$ cat src/rtl/gated_flop_pkg.sv
// Shared types and helpers for the gated_flop_reg storage primitives.
// Gating modes, standard widths and the load-qualifier function.
package gated_flop_pkg;

  typedef enum logic [1:0] {
    GATE_NONE  = 2'd0,
    GATE_EN    = 2'd1,
    GATE_START = 2'd2,
    GATE_BOTH  = 2'd3
  } gating_mode_e;

  localparam int WORD_W = 32;
  localparam int FLAG_W = 1;

  // Bit 0 of the mode selects en gating, bit 1 selects start gating.
  function automatic gating_mode_e gating_mode(input bit use_en, input bit use_start);
    return gating_mode_e'({use_start, use_en});
  endfunction

  function automatic logic load_qual(input gating_mode_e mode, input logic en,
                                     input logic start);
    logic ld;
    case (mode)
      GATE_NONE:  ld = 1'b1;
      GATE_EN:    ld = en;
      GATE_START: ld = start;
      GATE_BOTH:  ld = en & start;
      default:    ld = 1'b0;
    endcase
    return ld;
  endfunction

endpackage

$ cat src/rtl/gated_flop_reg_if.sv
// Data/qualifier bundle for gated_flop_reg. Optional "changed" flag exists only
// when GATED_FLOP_CHANGED_EN is defined.
interface gated_flop_reg_if #(
  parameter int WIDTH = 32
);
  logic             en;
  logic             start;
  logic [WIDTH-1:0] d;
  logic [WIDTH-1:0] q;
`ifdef GATED_FLOP_CHANGED_EN
  logic             changed;

  modport master (output en, start, d, input q, changed);
  modport slave  (input en, start, d, output q, changed);
`else
  modport master (output en, start, d, input q);
  modport slave  (input en, start, d, output q);
`endif
endinterface

$ cat src/rtl/gated_flop_bit.sv
// One-bit storage slice: synchronous reset, then gated load, else hold.
module gated_flop_bit
  import gated_flop_pkg::*;
#(
  parameter logic RESET_BIT = 1'b0,
  parameter bit   USE_EN    = 1'b1,
  parameter bit   USE_START = 1'b0
) (
  input  logic clk,
  input  logic reset,
  input  logic en,
  input  logic start,
  input  logic d,
  output logic q
);

  localparam gating_mode_e MODE = gating_mode(USE_EN, USE_START);

  logic load;
  assign load = load_qual(MODE, en, start);

  // NOTE: state is written with <= so every slice samples d before any q updates;
  // reset sits inside the clocked branch, so it only acts on a rising edge.
  always_ff @(posedge clk) begin
    if (reset)     q <= RESET_BIT;
    else if (load) q <= d;
  end

endmodule

$ cat src/rtl/gated_flop_reg.sv
// Parameterised D register (flopenr / flopr). Optional macro GATED_FLOP_CHANGED_EN
// adds a registered one-cycle "changed" pulse when a load alters the stored value.
module gated_flop_reg
  import gated_flop_pkg::*;
#(
  parameter int               WIDTH     = WORD_W,
  parameter logic [WIDTH-1:0] RESET_VAL = '0,
  parameter bit               USE_EN    = 1'b1,
  parameter bit               USE_START = 1'b0
) (
  input  logic             clk,
  input  logic             reset,
  gated_flop_reg_if.slave  bus
);

  if (WIDTH < 1 || WIDTH > 64) begin : g_bad_width
    $fatal(1, "gated_flop_reg: WIDTH=%0d outside 1..64", WIDTH);
  end

  localparam gating_mode_e MODE = gating_mode(USE_EN, USE_START);

  // Qualifier is resolved once here; slices see a plain enable.
  logic load;
  assign load = load_qual(MODE, bus.en, bus.start);

  for (genvar i = 0; i < WIDTH; i++) begin : g_slice
    gated_flop_bit #(
      .RESET_BIT (RESET_VAL[i]),
      .USE_EN    (1'b1),
      .USE_START (1'b0)
    ) u_bit (
      .clk   (clk),
      .reset (reset),
      .en    (load),
      .start (1'b1),
      .d     (bus.d[i]),
      .q     (bus.q[i])
    );
  end

`ifdef GATED_FLOP_CHANGED_EN
  always_ff @(posedge clk) begin
    if (reset) bus.changed <= 1'b0;
    else       bus.changed <= load && (bus.d != bus.q);
  end
`endif

endmodule

$ cat src/flat_wrapper.sv
// flat-port wrapper written by rule: the top's interface ports become plain ports
module gated_flop_reg_flat import gated_flop_pkg::*;
#(
  parameter int               WIDTH     = WORD_W,
  parameter logic [WIDTH-1:0] RESET_VAL = '0,
  parameter bit               USE_EN    = 1'b1,
  parameter bit               USE_START = 1'b0
)
  (clk, reset, bus_en, bus_start, bus_d, bus_q);
  gated_flop_reg_if #(.WIDTH(WIDTH)) bus_i ();
  input  logic clk;
  input  logic reset;
  input wire logic [$bits(bus_i.en)-1:0] bus_en;
  input wire logic [$bits(bus_i.start)-1:0] bus_start;
  input wire logic [$bits(bus_i.d)-1:0] bus_d;
  output wire logic [$bits(bus_i.q)-1:0] bus_q;
  assign bus_i.en = bus_en;
  assign bus_i.start = bus_start;
  assign bus_i.d = bus_d;
  assign bus_q = bus_i.q;
  gated_flop_reg #(.WIDTH(WIDTH), .RESET_VAL(RESET_VAL), .USE_EN(USE_EN), .USE_START(USE_START)) u_core (.clk(clk), .reset(reset), .bus(bus_i));
endmodule
$ cat config.mk
export PLATFORM = sky130hd
export DESIGN_NAME = gated_flop_reg_flat
export DESIGN_NICKNAME = d
export VERILOG_FILES = /design/src/rtl/gated_flop_pkg.sv /design/src/rtl/gated_flop_reg_if.sv /design/src/rtl/gated_flop_bit.sv /design/src/rtl/gated_flop_reg.sv /design/src/flat_wrapper.sv
export SDC_FILE = /design/constraint.sdc
export NUM_CORES = 1
export LEC_CHECK = 0
export CORE_MARGIN = 4
export CORE_UTILIZATION = 38
export DETAILED_ROUTE_END_ITERATION = 8
export GPL_TIMING_DRIVEN = 1
export MAX_ROUTING_LAYER = met4
export PLACE_DENSITY = 0.83
export SYNTH_ARGS = -nofsm -noshare
export SYNTH_HDL_FRONTEND = slang
export SYNTH_HIERARCHICAL = 1
export SYNTH_SLANG_ARGS = --single-unit
$ cat constraint.sdc
create_clock -name clk -period 1.05 [get_ports clk]
set_clock_uncertainty 0.05 [all_clocks]
set_input_delay 0.21 -clock clk [delete_from_list [all_inputs] [get_ports clk]]
set_output_delay 0.21 -clock clk [all_outputs]
set_load 0.05 [all_outputs]
### Word-level counts from Yosys, hierarchy flattened

Cells that the tools add are included.

* $add $sub $neg: 0
* multiply operators: 0
* divide/modulo/power cells: 0
* order comparisons: 0
* equal/unequal tests: 0
* shift operators: 0
* mux-type cells: 0
* bitwise operators: 0
* reductions and logical operators: 0

* bits in registers: 32
* bits in latches: 0
* memory bits (writable): 0
* bits in read-only memories: 0
* input port bits: 36
* logic and storage cells: 32
* memories kept: 0

### Depth between registers and ports, before layout

* word-level depth: 0
* gate-level depth with buffers: 2
* gate-level depth less buffers: 2

### Modules after synthesis

Netlist, hierarchy kept.

By module, submodules not included
* gated_flop_bit: times used 32, cells each 3, area an instance 33.8 µm², seq. area each 20.0 µm²
* gated_flop_reg: times used 1, cells each 1, area an instance 3.8 µm², seq. area each 0.0 µm²

### Worst setup path before layout

No wires, ideal clock.

* path kind: register to register
* start: register u_core/g_slice[0].u_bit/q (netlist name)
* end: register u_core.g_slice[0].u_bit.q
* arrival: 0.817 ns
* data required time: 0.935 ns
* setup slack: 0.118 ns
* stages on the path, launching flop included: 3
* cell sequence: dfxtp_1 mux2i_1 nor2_1

RTL lines
* to (signal assigned): RTL line gated_flop_bit.sv:25 `if (reset) q <= RESET_BIT;`
* to (signal assigned): RTL line gated_flop_bit.sv:26 `else if (load) q <= d;`
* to (decl): RTL line gated_flop_bit.sv:14 `output logic q`

### Final worst setup path

* start: register u_core.g_slice[1].u_bit.q
* end: output port bus_q[1]

RTL lines
* from (decl): RTL line gated_flop_bit.sv:14
* from (signal assigned): RTL line gated_flop_bit.sv:25
* from (signal assigned): RTL line gated_flop_bit.sv:26
* to (decl): RTL line flat_wrapper.sv:16 `output wire logic [$bits(bus_i.q)-1:0] bus_q;`

No word-level cell between the ends.

==> results.sh <==
export IMPL_multi_input_comb_area_sq_um=440
export IMPL_cts_root_buf="clkbuf_4"
export IMPL_critPathTopFamily="flip-flops"
export IMPL_status="finished with violations"
export IMPL_tritoncts="yes"
export IMPL_hpwl_mm=2.50
export IMPL_dr_pass1_iters=3
export IMPL_track_usage=0.207
export IMPL_nFillCells=144
export IMPL_syn_inst=96
export IMPL_end_kind="output port"
export IMPL_core_rowCount=19
export IMPL_avgViaCountPerCell=4.84
export IMPL_synth_area_per_cell_sq_um=11.3
export IMPL_grt_pass1_vias=1153
export IMPL_yosys_warnings=6
export IMPL_crit_chain="buf_12"
export IMPL_cts_buffers=5
export IMPL_drtIter0Drc=27
export IMPL_clk_path_buf_depth=2
export IMPL_dieArea_sq_um=3760
export IMPL_syn_cell_area_sq_um=1080
export IMPL_power_share_switching=0.302
export IMPL_grt_setup_unrepaired="true"
export IMPL_final_common_cell="buf_12"
export IMPL_leakagePower_nw=1.01
export IMPL_setup_ws_ps=-66.7
export IMPL_ir_worst_vdd_mv=1.21
export IMPL_cp_start_kind="register"
export IMPL_crit_slowest_cell="dfxtp_2"
export IMPL_top_usage_layer="met2"
export IMPL_comb_power_share=0.294
export IMPL_tightest_slew_ps=239
export IMPL_power_density_nw_per_um2=1310
export IMPL_cts_clk_slew_worst_paths_ps=100
export IMPL_crit_fanout=2
export IMPL_syn_to_final_growth_pct=110
export IMPL_grt_max_degree=19
export IMPL_p_switching_w=0.000901
export IMPL_use_met1=0.198
export IMPL_period_minus_slack_ps=1120
export IMPL_n_antenna_cell=0
export IMPL_worst_path_buf_inv=1
export IMPL_clock_latency_ps=330
export IMPL_wire_per_inst_um=16.8
export IMPL_layout_common_cells="34 x buf_12, 33 x clkdlybuf4s50_1, 32 x mux2i_1, 32 x nor2_1, 30 x dfxtp_2"
export IMPL_critical_path_class="reg -> out"
export IMPL_wl_mm=3.47
export IMPL_die_w_um=61.3
export IMPL_crit_arrival_ps=860
export IMPL_p_clk_frac=0.245
export IMPL_htreeDepth=2
export IMPL_setup_viol=32
export IMPL_hp_class="in -> reg"
export IMPL_drc=0
export IMPL_num_nets_final=211
export IMPL_failed_checks="setup timing"
export IMPL_io_buffers=66
export IMPL_worstPathRequired_ps=790
export IMPL_slew_viol_final=0
export IMPL_seqPwrFrac=0.462
export IMPL_ctsHoldBuffers=0
export IMPL_antenna_found_initial=0
export IMPL_coreArea_sq_um=2730
export IMPL_fin_util=0.831
export IMPL_start_util=0.395
export IMPL_intPower_w=0.00209
export IMPL_num_vias=1001
export IMPL_syn_nets=132
export IMPL_finalCritPeriodShare=1.06
export IMPL_die_h_um=61.3
export IMPL_drive_gt1_frac=0.449
export IMPL_cts_num_sinks=32
export IMPL_grt_pass1_wl_mm=5.16
export IMPL_ioPinCount=68
export IMPL_grt_util_met2=0.350
export IMPL_slew_headroom=0.836
export IMPL_grt_use_met3=0.0901
export IMPL_seqCellArea_sq_um=686
export IMPL_hold_viol=0
export IMPL_top_regs="u_core/g_slice.u_bit/q (32)"
export IMPL_max_freq_ghz=0.896
export IMPL_cap_violations=0
export IMPL_largest_register="u_core/g_slice.u_bit/q"
export IMPL_grt_overflow_total=0
export IMPL_antenna_left=0
export IMPL_largest_reg_flops=32
export IMPL_slowest_delay_ps=370
export IMPL_pre_cts_ws_ps=-130
export IMPL_routabilityCongestion=0.627
export IMPL_finalPower_w=0.00299
[stage by stage]
| step | hold slack, ps | area [sq um] | instances | TNS, ps |
|---|---|---|---|---|
| 3_3_place_gp | 484 | 2150 | 197 | -2450 |
| 4_1_cts | 325 | 2270 | 207 | -1780 |
| 3_5_place_dp | 494 | 2150 | 197 | -3220 |
| 5_1_grt | 326 | 2270 | 207 | -3030 |
| 6_report | 335 | 2270 | 207 | -1550 |
| 2_1_floorplan | 232 | 1080 | 96 | 0 |
[final timing paths]
| path | from | to | slack, ps | depth (start not counted) |
|---|---|---|---|---|
| worst min-delay path | bus_en | u_core/g_slice[18].u_bit/q | 330 | 4 |
| worst min register to register | u_core/g_slice[14].u_bit/q | u_core/g_slice[14].u_bit/q | 480 | 2 |
| worst max-delay path | u_core/g_slice[1].u_bit/q | bus_q[1] | -70 | 1 |
| worst max register to register | u_core/g_slice[17].u_bit/q | u_core/g_slice[17].u_bit/q | 120 | 3 |
[repair_timing]
action	4_1_cts	5_1_grt
resized for setup	33	1
setup endpoints to repair	32	32
setup buffers	2	0
pin swaps	0	0
[per-layer routing]
layer	part of all wire	up-vias
met2	0.53	45
met5	0	-
met4	0.033	0
li1	-	483
met1	0.35	464
met3	0.086	9
[final cells by class]
class,count,area share
clock inverters,2,0.00441
flip-flops and latches,32,0.302
well taps,31,0.0171
multi-input cells,64,0.194
repair buffers,72,0.460
clock buffers,6,0.0226
[power groups by stage]
stage          clock network (W)  logic [W]  registers, W
5_1_grt                 0.000814   0.000911       0.00139
4_1_cts                 0.000751   0.000881       0.00138
3_5_place_dp                   0   0.000865       0.00139
2_1_floorplan                  0   0.000103       0.00160
3_3_place_gp                   0   0.000844       0.00139
6_report                0.000730   0.000878       0.00138
Power figures use the tool's default switching activity.
